===== src/rtl/i2c_master.sv =====
// I2C master controller: one register write or one register read per trigger.
// Each SCL bit period is split into four quarters of CLK_DIV clk cycles.
// Every bus-facing and status output comes straight from a flop.
module i2c_master #(
  parameter int CLK_DIV = 4
) (
  input  logic        clk,
  input  logic        resetn,
  input  logic [23:0] addr_data_out,
  input  logic        valid_addr_data_out,
  input  logic        I2C_trigger,
  input  logic        m_sda_i,
  output logic        m_sda_o,
  output logic        scl_o,
  output logic        busy,
  output logic        done,
  output logic        ack_err,
  output logic        valid_data_ack,
  output logic        valid_data_ack_valid,
  output logic [7:0]  rdata_out,
  output logic        rdata_out_valid,
  output logic        PENDING_WR,
  output logic        PENDING_RD
);

  localparam int DW = (CLK_DIV > 1) ? $clog2(CLK_DIV) : 1;

  typedef enum logic [3:0] {
    IDLE, START, ADDR, ACK_A, REG, ACK_R, WDATA, ACK_W,
    RSTART, ADDR_R, ACK_AR, RDATA, MNACK, STOP
  } state_t;

  state_t        state_q, state_d;
  logic [DW-1:0] div_q, div_d;
  logic [1:0]    qtr_q, qtr_d;
  logic [2:0]    bit_q, bit_d;
  logic [23:0]   cmd_q, cmd_d;
  logic [7:0]    rshift_q, rshift_d;
  logic          trig_q, trig_d;
  logic          scl_q, scl_d;
  logic          sda_q, sda_d;
  logic          busy_q, busy_d;
  logic          done_q, done_d;
  logic          ack_err_q, ack_err_d;
  logic          vda_q, vda_d;
  logic          vdav_q, vdav_d;
  logic [7:0]    rdata_q, rdata_d;
  logic          rdv_q, rdv_d;
  logic          pwr_q, pwr_d;
  logic          prd_q, prd_d;

  logic          qtr_end_s;
  logic          bit_end_s;
  logic          sample_s;
  logic [7:0]    tx_byte_s;

  // Timing strobes: end of a quarter, end of a bit period, SDA sampling point.
  always_comb begin
    qtr_end_s = (div_q == DW'(CLK_DIV - 1));
    bit_end_s = qtr_end_s && (qtr_q == 2'd3);
    sample_s  = qtr_end_s && (qtr_q == 2'd1);
  end

  // Byte currently being shifted out, selected by the transmitting state.
  always_comb begin
    case (state_q)
      ADDR:    tx_byte_s = {cmd_q[23:17], 1'b0};
      REG:     tx_byte_s = cmd_q[15:8];
      WDATA:   tx_byte_s = cmd_q[7:0];
      ADDR_R:  tx_byte_s = {cmd_q[23:17], 1'b1};
      default: tx_byte_s = 8'hFF;
    endcase
  end

  // Next-state, bit/quarter counters, command latch and status updates.
  always_comb begin
    state_d   = state_q;
    div_d     = div_q;
    qtr_d     = qtr_q;
    bit_d     = bit_q;
    cmd_d     = cmd_q;
    rshift_d  = rshift_q;
    trig_d    = I2C_trigger;
    busy_d    = busy_q;
    done_d    = 1'b0;
    ack_err_d = ack_err_q;
    vda_d     = vda_q;
    vdav_d    = 1'b0;
    rdata_d   = rdata_q;
    rdv_d     = 1'b0;
    pwr_d     = pwr_q;
    prd_d     = prd_q;

    if (state_q != IDLE) begin
      if (qtr_end_s) begin
        div_d = '0;
        qtr_d = qtr_q + 2'd1;
      end else begin
        div_d = div_q + DW'(1);
      end
    end else begin
      div_d = '0;
      qtr_d = 2'd0;
    end

    case (state_q)
      IDLE: begin
        // Only a fresh 0->1 edge with a valid command starts a transaction.
        if (I2C_trigger && !trig_q && valid_addr_data_out) begin
          cmd_d     = addr_data_out;
          state_d   = START;
          busy_d    = 1'b1;
          pwr_d     = ~addr_data_out[16];
          prd_d     = addr_data_out[16];
          ack_err_d = 1'b0;
          bit_d     = 3'd7;
        end else begin
          state_d = IDLE;
        end
      end
      START, RSTART: begin
        if (bit_end_s) begin
          state_d = (state_q == START) ? ADDR : ADDR_R;
        end else begin
          state_d = state_q;
        end
      end
      ADDR, REG, WDATA, ADDR_R, RDATA: begin
        if (sample_s && (state_q == RDATA)) begin
          rshift_d = {rshift_q[6:0], m_sda_i};
        end else begin
          rshift_d = rshift_q;
        end
        if (bit_end_s) begin
          if (bit_q == 3'd0) begin
            bit_d = 3'd7;
            case (state_q)
              ADDR:    state_d = ACK_A;
              REG:     state_d = ACK_R;
              WDATA:   state_d = ACK_W;
              ADDR_R:  state_d = ACK_AR;
              default: state_d = MNACK;
            endcase
          end else begin
            bit_d = bit_q - 3'd1;
          end
        end else begin
          bit_d = bit_q;
        end
      end
      ACK_A, ACK_R, ACK_W, ACK_AR: begin
        if (sample_s) begin
          vda_d  = ~m_sda_i;
          vdav_d = 1'b1;
          if (m_sda_i) begin
            ack_err_d = 1'b1;
          end else begin
            ack_err_d = ack_err_q;
          end
        end else begin
          vdav_d = 1'b0;
        end
        // A NACK abandons the remaining bytes and goes straight to STOP.
        if (bit_end_s) begin
          if (ack_err_q) begin
            state_d = STOP;
          end else begin
            case (state_q)
              ACK_A:   state_d = REG;
              ACK_R:   state_d = cmd_q[16] ? RSTART : WDATA;
              ACK_AR:  state_d = RDATA;
              default: state_d = STOP;
            endcase
          end
        end else begin
          state_d = state_q;
        end
      end
      MNACK: begin
        if (bit_end_s) begin
          rdata_d = rshift_q;
          rdv_d   = 1'b1;
          state_d = STOP;
        end else begin
          state_d = MNACK;
        end
      end
      STOP: begin
        if (bit_end_s) begin
          state_d = IDLE;
          busy_d  = 1'b0;
          pwr_d   = 1'b0;
          prd_d   = 1'b0;
          done_d  = 1'b1;
        end else begin
          state_d = STOP;
        end
      end
      default: begin
        state_d = IDLE;
        busy_d  = 1'b0;
        pwr_d   = 1'b0;
        prd_d   = 1'b0;
      end
    endcase
  end

  // SCL/SDA waveform for the current state and quarter; registered below.
  always_comb begin
    case (state_q)
      START: begin
        scl_d = (qtr_q != 2'd3);
        sda_d = (qtr_q < 2'd2);
      end
      RSTART: begin
        scl_d = (qtr_q == 2'd1) || (qtr_q == 2'd2);
        sda_d = (qtr_q < 2'd2);
      end
      STOP: begin
        scl_d = (qtr_q != 2'd0);
        sda_d = (qtr_q >= 2'd2);
      end
      ADDR, REG, WDATA, ADDR_R: begin
        scl_d = (qtr_q == 2'd1) || (qtr_q == 2'd2);
        sda_d = tx_byte_s[bit_q];
      end
      ACK_A, ACK_R, ACK_W, ACK_AR, RDATA, MNACK: begin
        scl_d = (qtr_q == 2'd1) || (qtr_q == 2'd2);
        sda_d = 1'b1;
      end
      default: begin
        scl_d = 1'b1;
        sda_d = 1'b1;
      end
    endcase
  end

  // State and output registers with synchronous active-high reset.
  always_ff @(posedge clk) begin
    if (resetn) begin
      state_q   <= IDLE;
      div_q     <= '0;
      qtr_q     <= 2'd0;
      bit_q     <= 3'd7;
      cmd_q     <= 24'd0;
      rshift_q  <= 8'd0;
      trig_q    <= 1'b0;
      scl_q     <= 1'b1;
      sda_q     <= 1'b1;
      busy_q    <= 1'b0;
      done_q    <= 1'b0;
      ack_err_q <= 1'b0;
      vda_q     <= 1'b0;
      vdav_q    <= 1'b0;
      rdata_q   <= 8'd0;
      rdv_q     <= 1'b0;
      pwr_q     <= 1'b0;
      prd_q     <= 1'b0;
    end else begin
      state_q   <= state_d;
      div_q     <= div_d;
      qtr_q     <= qtr_d;
      bit_q     <= bit_d;
      cmd_q     <= cmd_d;
      rshift_q  <= rshift_d;
      trig_q    <= trig_d;
      scl_q     <= scl_d;
      sda_q     <= sda_d;
      busy_q    <= busy_d;
      done_q    <= done_d;
      ack_err_q <= ack_err_d;
      vda_q     <= vda_d;
      vdav_q    <= vdav_d;
      rdata_q   <= rdata_d;
      rdv_q     <= rdv_d;
      pwr_q     <= pwr_d;
      prd_q     <= prd_d;
    end
  end

  assign scl_o                = scl_q;
  assign m_sda_o              = sda_q;
  assign busy                 = busy_q;
  assign done                 = done_q;
  assign ack_err              = ack_err_q;
  assign valid_data_ack       = vda_q;
  assign valid_data_ack_valid = vdav_q;
  assign rdata_out            = rdata_q;
  assign rdata_out_valid      = rdv_q;
  assign PENDING_WR           = pwr_q;
  assign PENDING_RD           = prd_q;

endmodule


===== config.mk =====
export PLATFORM = sky130hd
export DESIGN_NAME = i2c_master
export DESIGN_NICKNAME = d
export VERILOG_FILES = /design/src/rtl/i2c_master.sv
export SDC_FILE = /design/constraint.sdc
export NUM_CORES = 1
export LEC_CHECK = 0
export ABC_CLOCK_PERIOD_IN_PS = 1900
export CAP_MARGIN = 5
export CORE_MARGIN = 10
export CORE_UTILIZATION = 50
export DETAILED_ROUTE_END_ITERATION = 8
export GPL_TIMING_DRIVEN = 0
export PLACE_DENSITY = 0.75
export SLEW_MARGIN = 40
export SYNTH_ARGS = -nofsm -noshare
export SYNTH_HDL_FRONTEND = slang
export SYNTH_SLANG_ARGS = --single-unit

===== constraint.sdc =====
create_clock -name clk -period 1.9 [get_ports clk]
set_input_delay 0.38 -clock clk [delete_from_list [all_inputs] [get_ports clk]]
set_output_delay 0.38 -clock clk [all_outputs]
set_load 0.01 [all_outputs]

==> run metrics, run 1 <==
status complete, no violations; die area 9520 um^2; Peak Freq about 0.55 GHz; Final Hold Violating Endpoints 0; # H-tree levels 3; Switching Share 0.347; synth-to-layout area growth 28.8%; num rows 28; Hold Worst Slack 428 ps; crit path kind flop to flop; sequential share of the synthesized area 0.412; Logic pwr share 0.337; Worst Path Arrival 2040 ps; P_int ~2.8 mW; first-pass GRT wire length between 10000 and 15000 um; Hold Path Class flop to flop; Max VDD drop about 0.00067 V; clock power share 0.303; Initial Util 0.511; crit path capture type flop; core area between 5000 and 6000 um^2; # DRC 0; DRT Pass-1 Iters 7; Num CTS Buffers 9; DP HPWL roughly 5500 um; GR Overflow Total 0; # fillers around 470; CTS Hold Bufs 0; crit path time final roughly 1800 ps; max_slew headroom 0.632; port buffer count 45; Critical Path Fanout Max 10; FF+latch count, synth between 60 and 70; Skew-Pair Late Insertion Delay approximately 340 ps; Worst setup SP type flop; Worst path max stage delay roughly 400 ps; largest net degree at the start of global routing 13; share of power burned in registers 0.360; PwrDens 1090 nW/um^2; share of cells above drive strength 1 0.141; TritonCTS clock tree built; Placer Congestion 0.930; NetSw ~1.5 mW; vias per cell 5.74; Worst Tran Pin Value 552 ps; CP Data Required Time 2110 ps; worst path cell trace buf_6 -> mux2_2 -> a31oi_1 -> a21oi_1 -> a2111oi_2 -> a21oi_1; Max-cap violations 0; clock buffer depth 2; slowest library cell on the worst path dfxtp_4; CTS root buffer clkbuf_8; clk_skew about 7.8 ps; GR Util All Layers 0.159; Max Slew Vio Count 0; Synth warnings 0; average routed wire per standard cell roughly 16 um; diodes inserted 0; Die W about 98 um; Netlist cell types 57; post-route ant nets 0; Final nets 443; Tcrit/Tclk final 0.959; CP most frequent cell a21oi_1; most frequent cells in the layout 60 x nand2_1, 59 x dfxtp_1, 45 x clkdlybuf4s50_1; Net Count, Synth just under 400; placed instance area ~3600 um^2; Clock Pin Slew Worst Setup and Hold Paths 70 ps; cell area after synthesis 3010 um^2; DR iter-0 viols roughly 240; syn avg cell area ~8.6 um^2; I/O pins between 40 and 50; commonest non-fill, non-tap cell in the layout nand2_1; Pwr Total about 4.2 mW; post-route cell area just under 4000 um^2; # setup viols final 0; final wirelength roughly 8000 um; Post-synth EDFFs 0; number of global-route vias before repair around 2700; cell count after synthesis 350; Die H between 90 and 100 um; initial antenna violation count 0; Post-synth top flop dfxtp_1; vias 2793; leak pwr around 1.4 nW; CTS sink cnt 62; Async S/R FF share, synth 0
## area by class of cell
class / count / area, um^2 / share of cell area
Multi-Input combinational cell: 255 / 1660 / 0.428
Sequential cell: 62 / 1250 / 0.322
Inverter: 8 / 30.0 / 0.00774
Clock inverter: 7 / 97.6 / 0.0252
Tap cell: 75 / 93.8 / 0.0242
Timing Repair Buffer: 47 / 478 / 0.123
Buffer: 24 / 149 / 0.0384
Clock buffer: 9 / 124 / 0.0319
## critical path: cells and delay by family, from the launching register on
kind | cells | cell delay [ps]
buffers and inverters | 1 | 160
muxes | 1 | 360
AOI/OAI and AO/OA | 4 | 770
DFF | 1 | 400
## power by group through the flow
| stage | clock (mW) | sequential (mW) | combinational, mW |
|---|---|---|---|
| detailed placement | 0 | 1.53 | 1.30 |
| global placement | 0 | 1.53 | 1.28 |
| floorplan | 0 | 1.52 | 0.949 |
| CTS | 1.30 | 1.51 | 1.34 |
| finish | 1.28 | 1.52 | 1.42 |
| global route | 1.35 | 1.53 | 1.53 |
## routing by layer
layer | share of wire | vias up | routed length, um | track usage
li1 | - | 1343 | - | -
met1 | 0.44 | 1300 | 3480 | 0.193
met2 | 0.47 | 127 | 3770 | 0.251
met3 | 0.062 | 23 | 498 | 0.0356
met4 | 0.029 | 0 | 230 | 0.0872
met5 | 0 | - | 0 | 0
## cell usage after synthesis (all sizes together) (2+ instances only)
cell,number,area (um^2)
a2111oi,2,17.5
a211oi,7,57.6
a21o,3,22.5
a21oi,42,210
a221oi,4,35.0
a22oi,2,15.0
a2bb2oi,3,50.1
a31oi,4,25.0
buf,13,97.6
clkbuf,12,45.0
dfxtp,62,1240
ha,7,87.6
inv,8,30.0
mux2,2,22.5
mux2i,21,210
nand2,61,229
nand2b,5,31.3
nand3,2,10.0
nand3b,2,15.0
nor2,32,120
nor2b,2,15.0
nor3,8,67.6
nor3b,2,15.0
nor4,3,18.8
nor4b,2,30.0
nor4bb,2,35.0
o211ai,2,20.0
o21ai,14,70.1
o22ai,2,12.5
or2,3,18.8
or3,2,12.5
## sequential cells by signal, summed over array words and instances (netlist names), 2 cells and up
register   cells
bit_q          3
cmd_q         24
div_q          2
qtr_q          2
rdata_out      8
rshift_q       8
state_q        4
## cells by family (layout without fill, tap and decap cells)
logic type               after synthesis  after routing  synth area share
AO/OA/AOI/OAI                         93             93             0.201
multiplexers                          23             23            0.0773
flip-flops                            62             62             0.412
buffers and inverters                 33             95            0.0574
adder cells (fa/ha/maj)                8              8            0.0324
XOR/XNOR                               1              1           0.00291
AND/OR/NAND/NOR                      130            130             0.217
## final timing paths
check	start	slack (ps)	depth (start not counted)	endpoint
setup / recovery	state_q[1]	80	6	m_sda_o
hold reg to reg	div_q[0]	430	1	div_q[0]
hold / removal	div_q[0]	430	1	div_q[0]
setup reg to reg	state_q[1]	80	6	m_sda_o
## repair_timing
| item | CTS | global route |
|---|---|---|
| pin swaps | 2 | 3 |
| buffers inserted | 1 | 1 |
| resized for setup | 5 | 16 |
| endpoints found under the setup margin | 19 | 22 |
## metrics by stage
step	TNS (ps)	util	std cells	setup slack, ps
6_report	0	0.659	487	77.3
3_3_place_gp	-7640	0.604	470	-353
2_1_floorplan	0	-	350	166
3_5_place_dp	-7560	0.604	470	-349
5_1_grt	-9.63	0.659	487	-9.63
4_1_cts	0	0.648	487	16.7
No activity file was read; power rests on OpenSTA's default activity.
==> run 2, diff against run 1 <==
CORE_MARGIN = 2   (was 10)
==> run 2 against run 1 <==
  * Routed wire length down 4.8%
  * Non-clock buffer count up 4
  * Sequential share of layout area decreased by 0.23 points
  * Fmax decreased by 3.9%
  * Cell count up 0.82%
  * Worst hold slack improved by 2.3 ps
  * Combinational power about the same
  * Largest power group unchanged
==> run metrics, run 2 (synthesis gave the netlist of run 1 again) <==
share of cells above drive strength 1 0.142 (was 0.141); first-pass GRT wire length 12400 um (was 12900 um); post-route ant nets 0 (unchanged); Worst setup SP type flop (unchanged); reg2reg setup slack 2 ps (was 80 ps); # setup viols final 0 (unchanged); Max Slew Vio Count 0 (unchanged); vias 2742 (was 2793); placed instance area 3550 um^2 (unchanged); most frequent cells in the layout 60 x dfxtp_1, 60 x nand2_1, 45 x clkdlybuf4s50_1 (was 60 x nand2_1, 59 x dfxtp_1, 45 x clkdlybuf4s50_1); port buffer count 45 (unchanged); DRT Pass-1 Iters 5 (was 7); vias per cell 5.58 (was 5.74); CTS sink cnt 62 (unchanged); Top reg by flops cmd_q (unchanged); leak pwr 1.40 nW (was 1.38 nW); GR Overflow Total 0 (unchanged); hold path start div_q[0] (unchanged); DP HPWL 5320 um (was 5530 um); post-route cell area 3900 um^2 (was 3880 um^2); Hold Path Class flop to flop (unchanged); r2r worst-path depth 6 (unchanged); Post-Layout Cell Count 491 (was 487); Tcrit/Tclk final 0.999 (was 0.959); status complete, no violations (unchanged); final worst slack 2.49 ps (was 77.3 ps); TritonCTS clock tree built (unchanged); Placer Congestion 0.926 (was 0.930); CTS root buffer clkbuf_8 (unchanged); number of global-route vias before repair 2608 (was 2667); Die H 81.6 um (was 97.6 um); Max-cap violations 0 (unchanged); WHS Path Cells 1 (unchanged); initial antenna violation count 0 (unchanged); Worst Path Arrival 2110 ps (was 2040 ps); GR Util All Layers 0.246 (was 0.159); max_slew headroom 0.633 (was 0.632); clk_skew 7.18 ps (was 7.77 ps); crit path kind flop to flop (unchanged); Final Hold Violating Endpoints 0 (unchanged); Reg2Reg Capture Point m_sda_o (unchanged); # H-tree levels 3 (unchanged); # fillers 494 (was 471); I/O pins 47 (unchanged); crit path time final 1900 ps (was 1820 ps); Initial Util 0.511 (unchanged); die area 6660 um^2 (was 9520 um^2); Max VDD drop 0.000580 V (was 0.000671 V); crit path capture type flop (unchanged); r2r startpoint state_q[1] (unchanged); average routed wire per standard cell 15.5 um (was 16.4 um); largest net degree at the start of global routing 12 (was 13); CTS Hold Bufs 0 (unchanged); Critical Path Fanout Max 10 (unchanged); final wirelength 7590 um (was 7980 um); Skew-Pair Late Insertion Delay 340 ps (about the same); synth-to-layout area growth 29.6% (was 28.8%); placed insts 470 (unchanged); max reg flops 24 (unchanged); Worst Tran Pin Value 550 ps (was 552 ps); CP Launch Point state_q[1] (unchanged); DP Worst Slack -360 ps (was -349 ps); DR iter-0 viols 297 (was 239); Final nets 447 (was 443); Pwr Total 4.21 mW (was 4.22 mW); num rows 28 (unchanged); diodes inserted 0 (unchanged); CP Data Required Time 2120 ps (was 2110 ps); clock buffer depth 2 (unchanged); Hold Worst Slack 431 ps (was 428 ps); Clock Pin Slew Worst Setup and Hold Paths 70 ps (about the same); hold endpoint div_q[0] (unchanged); Num CTS Buffers 9 (unchanged); # DRC 0 (unchanged); Peak Freq 0.527 GHz (was 0.549 GHz); PwrDens 1080 nW/um^2 (was 1090 nW/um^2); core area 5890 um^2 (unchanged); Die W 81.6 um (was 97.6 um)
[run 2: how the worst max path moves through the flow]
stage | to | slack (ps)
6_report | m_sda_o | 2
5_1_grt | m_sda_o | -20
4_1_cts | m_sda_o | 0.8
3_5_place_dp | cmd_q[7] | -360
3_3_place_gp | cmd_q[11] | -360
2_1_floorplan | rdata_out[0] | 170
[run 2: what timing repair did]
action | in CTS | in global routing
endpoints found under the hold margin | 0 | 0
setup buffers | 2 | 5
pin swaps | 2 | 5
endpoints found under the setup margin | 23 | 30
gates resized for setup | 5 | 11
[run 2: critical path, cell delays in order, from the launching register on]
cell and delay (ps):
dfxtp_4 410, buf_6 170, mux2_2 350, a31oi_1 210
a21oi_1 130, a2111oi_2 400, a21oi_1 100
[run 2: where the power goes]
part | switching (mW) | internal [mW] | total (mW) | leakage, nW
sequential | 0.0958 | 1.43 | 1.52 | 0.504
clock | 0.519 | 0.736 | 1.25 | 0.106
combinational | 0.827 | 0.603 | 1.43 | 0.786
total | 1.44 | 2.77 | 4.21 | 1.40
[run 2: metal layers]
layer,vias to the layer above,share of wire,global-route usage
met4,0,0.020,0.112
met2,125,0.46,0.376
met1,1238,0.46,0.333
met3,15,0.066,0.0549
li1,1364,-,-
met5,-,0,0
[run 2: cell type report]
class	instances	area (um^2)	share of cell area
clock inverter	6	86.3	0.0221
inverter	8	30.0	0.00769
clock buffer	10	128	0.0327
buffer	23	140	0.0359
multi-input combinational	255	1650	0.423
sequential	62	1250	0.319
tap	75	93.8	0.0240
timing repair buffer	52	528	0.135
[run 2: stage by stage]
stage	TNS (ps)	utilization
after floorplan	0	-
after global placement	-8030	0.604
after detailed placement	-8470	0.604
after CTS	0	0.652
after global routing	-34.4	0.663
final	0	0.663
==> run 3, diff against run 2 <==
ABC_AREA = 1   (was default)
==> run 3 against run 2 <==
  * Cell area shrank 1.9%
  * Via count increased by 1.1%
  * Critical path depth grew 2
  * Largest power group is now combinational cells
  * Clock power grew 6%
  * Critical endpoint is now rshift_q[5]
  * Register-to-register slack better by 210 ps
  * Area after synthesis rose by 0.96%
  * Cell count is 13% higher
  * First-iteration DRC count shrank 71%
  * Worst setup slack better by 210 ps
  * Non-clock buffer count fell by 13
  * Highest routed layer unchanged
  * Flip-flop and latch count unchanged
==> run metrics, run 3 <==
NetSw 2.14 mW (was 1.44 mW); Switching Share 0.388 (was 0.343); Die W 82.0 um (was 81.6 um); Worst path max stage delay 340 ps (was 410 ps); number of global-route vias before repair 2425 (was 2608); CTS sink cnt 62 (unchanged); cell area after synthesis 3040 um^2 (was 3010 um^2); most frequent cells in the layout 75 x nand2_1, 62 x dfxtp_1, 59 x nor2_1 (was 60 x dfxtp_1, 60 x nand2_1, 45 x clkdlybuf4s50_1); vias per cell 5.00 (was 5.58); post-route cell area 3830 um^2 (was 3900 um^2); Placer Congestion 0.980 (was 0.926); crit path kind flop to flop (unchanged); slowest library cell on the worst path dfxtp_1 (was dfxtp_4); Worst Tran Pin Value 637 ps (was 550 ps); status complete, no violations (unchanged); DR iter-0 viols 86 (was 297); synth-to-layout area growth 25.9% (was 29.6%); CP Launch Point div_q[0] (was state_q[1]); placed instance area 3590 um^2 (was 3550 um^2); # H-tree levels 3 (unchanged); CP Data Required Time 2130 ps (was 2120 ps); largest net degree at the start of global routing 13 (was 12); TritonCTS clock tree built (unchanged); Worst setup SP type flop (unchanged); Pwr Total 5.50 mW (was 4.21 mW); first-pass GRT wire length 10800 um (was 12400 um); Max Slew Vio Count 0 (unchanged); worst path cell trace ha_1 -> buf_2 -> nand2_1 -> inv_1 -> nand3_1 -> clkbuf_1 -> o21ai_0 -> a21oi_1 (was buf_6 -> mux2_2 -> a31oi_1 -> a21oi_1 -> a2111oi_2 -> a21oi_1); crit path buf inv count 3 (was 1); crit path capture type flop (unchanged); setup TNS 0 ps (unchanged); Post-synth top flop dfxtp_1 (unchanged); diodes inserted 0 (unchanged); post-route ant nets 0 (unchanged); most instantiated cells after synthesis 76 x nand2_1, 62 x dfxtp_1, 59 x nor2_1, 39 x inv_1, 36 x o21ai_0 (was 62 x dfxtp_1, 61 x nand2_1, 42 x a21oi_1, 32 x nor2_1, 21 x mux2i_1); Peak Freq 0.592 GHz (was 0.527 GHz); Hold Path Class flop to flop (unchanged); final wirelength 6520 um (was 7590 um); CTS Hold Bufs 0 (unchanged); Logic pwr share 0.419 (was 0.340); # setup viols final 0 (unchanged); clk_skew 9.75 ps (was 7.18 ps); Final nets 510 (was 447); I/O pins 47 (unchanged); Synth warnings 0 (unchanged); # resized after CTS 0 (was 5); average routed wire per standard cell 11.8 um (was 15.5 um); Netlist cell types 36 (was 57); max_slew headroom 0.575 (was 0.633); commonest non-fill, non-tap cell in the layout nand2_1; syn avg cell area 7.29 um^2 (was 8.60 um^2); Initial Util 0.516 (was 0.511); share of power burned in registers 0.341 (was 0.362); clock power share 0.241 (was 0.298); cell taking the most area after synthesis dfxtp_1 (unchanged); num rows 28 (unchanged); Top reg by flops cmd_q (unchanged); Worst Path Arrival 1920 ps (was 2110 ps); CTS root buffer clkbuf_8 (unchanged); r2r startpoint div_q[0] (was state_q[1]); die area 6720 um^2 (was 6660 um^2); delay-heaviest family, CP buffers and inverters (was compound AO/OA/AOI/OAI gates); max reg flops 24 (unchanged); vias 2772 (was 2742); DRT Pass-1 Iters 4 (was 5); PwrDens 1440 nW/um^2 (was 1080 nW/um^2); P_int 3.36 mW (was 2.77 mW); # Post-CTS Setup Buffers 0 (was 2); placed insts 538 (was 470); Die H 82.0 um (was 81.6 um); Post-synth EDFFs 0 (unchanged); Critical Path Fanout Max 10 (unchanged); Clock Pin Slew Worst Setup and Hold Paths 70 ps (about the same); GR Util All Layers 0.215 (was 0.246); FF+latch count, synth 62 (unchanged); core area 5890 um^2 (unchanged); DP HPWL 5000 um (was 5320 um); Tcrit/Tclk final 0.889 (was 0.999); share of cells above drive strength 1 0.163 (was 0.142); Skew-Pair Late Insertion Delay 350 ps (was 340 ps); Net Count, Synth 453 (was 386); Final Hold Violating Endpoints 0 (unchanged); Max-cap violations 0 (unchanged); port buffer count 46 (was 45); area share of the largest cell type after synthesis 0.408 (was 0.412); cell count after synthesis 417 (was 350); Post-Layout Cell Count 554 (was 491); initial antenna violation count 0 (unchanged); most common cell in the synthesized netlist nand2_1 (was dfxtp_1); sequential share of the synthesized area 0.408 (was 0.412); # DRC 0 (unchanged); crit path time final 1690 ps (was 1900 ps); Synth area leaders dfxtp_1 41%, nand2_1 9.4%, nor2_1 7.3% (was dfxtp_1 41%, nand2_1 7.6%, a21oi_1 7.0%); clock buffer depth 2 (unchanged); Async S/R FF share, synth 0 (unchanged); Max VDD drop 0.00143 V (was 0.000580 V); leak pwr 1.61 nW (was 1.40 nW); hold path start div_q[0] (unchanged); RSZ-0062 raised after global routing no; final core occ 0.650 (was 0.663); Num CTS Buffers 9 (unchanged); GR Overflow Total 0 (unchanged)
-- run 3: changes by cell type after synthesis, moves of 9 or more --
cell and change:
nand3_1 +31, nand2_1 +15, o21ai_0 +23, inv_1 +31
mux2i_1 -21, o21ai_2 +9, a21oi_1 -19, nor2_1 +27
-- run 3: worst paths after layout --
kind                               endpoint  slack [ps]  depth (start not counted)
worst max-delay path            rshift_q[5]         210                          8
worst min-delay path               div_q[0]         440                          1
worst max register to register  rshift_q[5]         210                          8
worst min register to register     div_q[0]         440                          1
-- run 3: metrics by stage --
step                      worst slack [ps]  hold WS [ps]
after floorplan                        349           404
after detailed placement              22.0           425
after CTS                              120           447
final                                  210           440
after global routing                  13.5           454
after global placement                32.3           413
-- run 3: kinds of logic (layout without fill, tap and decap cells) --
logic type                 after synthesis  count (layout)  synth area share
and+or+nand+nor                        206             206             0.314
AOI/OAI and AO/OA                       80              80             0.156
adders and majority gates                7               7            0.0288
DFF                                     62              62             0.408
buffers and inverters                   62             124            0.0926
-- run 3: power by group through the flow --
| stage | logic [mW] | clock network (mW) | registers (mW) |
|---|---|---|---|
| after CTS | 2.32 | 1.35 | 1.87 |
| after global placement | 2.28 | 0 | 1.90 |
| after global routing | 2.59 | 1.41 | 1.92 |
| after detailed placement | 2.31 | 0 | 1.90 |
| final | 2.30 | 1.32 | 1.87 |
| after floorplan | 1.74 | 0 | 1.87 |
-- run 3: per-layer routing --
metal  routed length, um  up-vias  GRT usage
li1                    -     1460          -
met1                3190     1239      0.281
met2                2930       63      0.332
met3                 287       10     0.0604
met4                 110        0     0.0900
met5                   0        -          0
-- run 3: layout make-up --
type	count	area [um^2]
Clock buffer	10	138
Buffer	16	109
Sequential cell	62	1240
Inverter	46	173
Fill cell	559	2060
Clock inverter	6	93.8
Multi-Input combinational cell	293	1520
Timing Repair Buffer	46	460
Tap cell	75	93.8
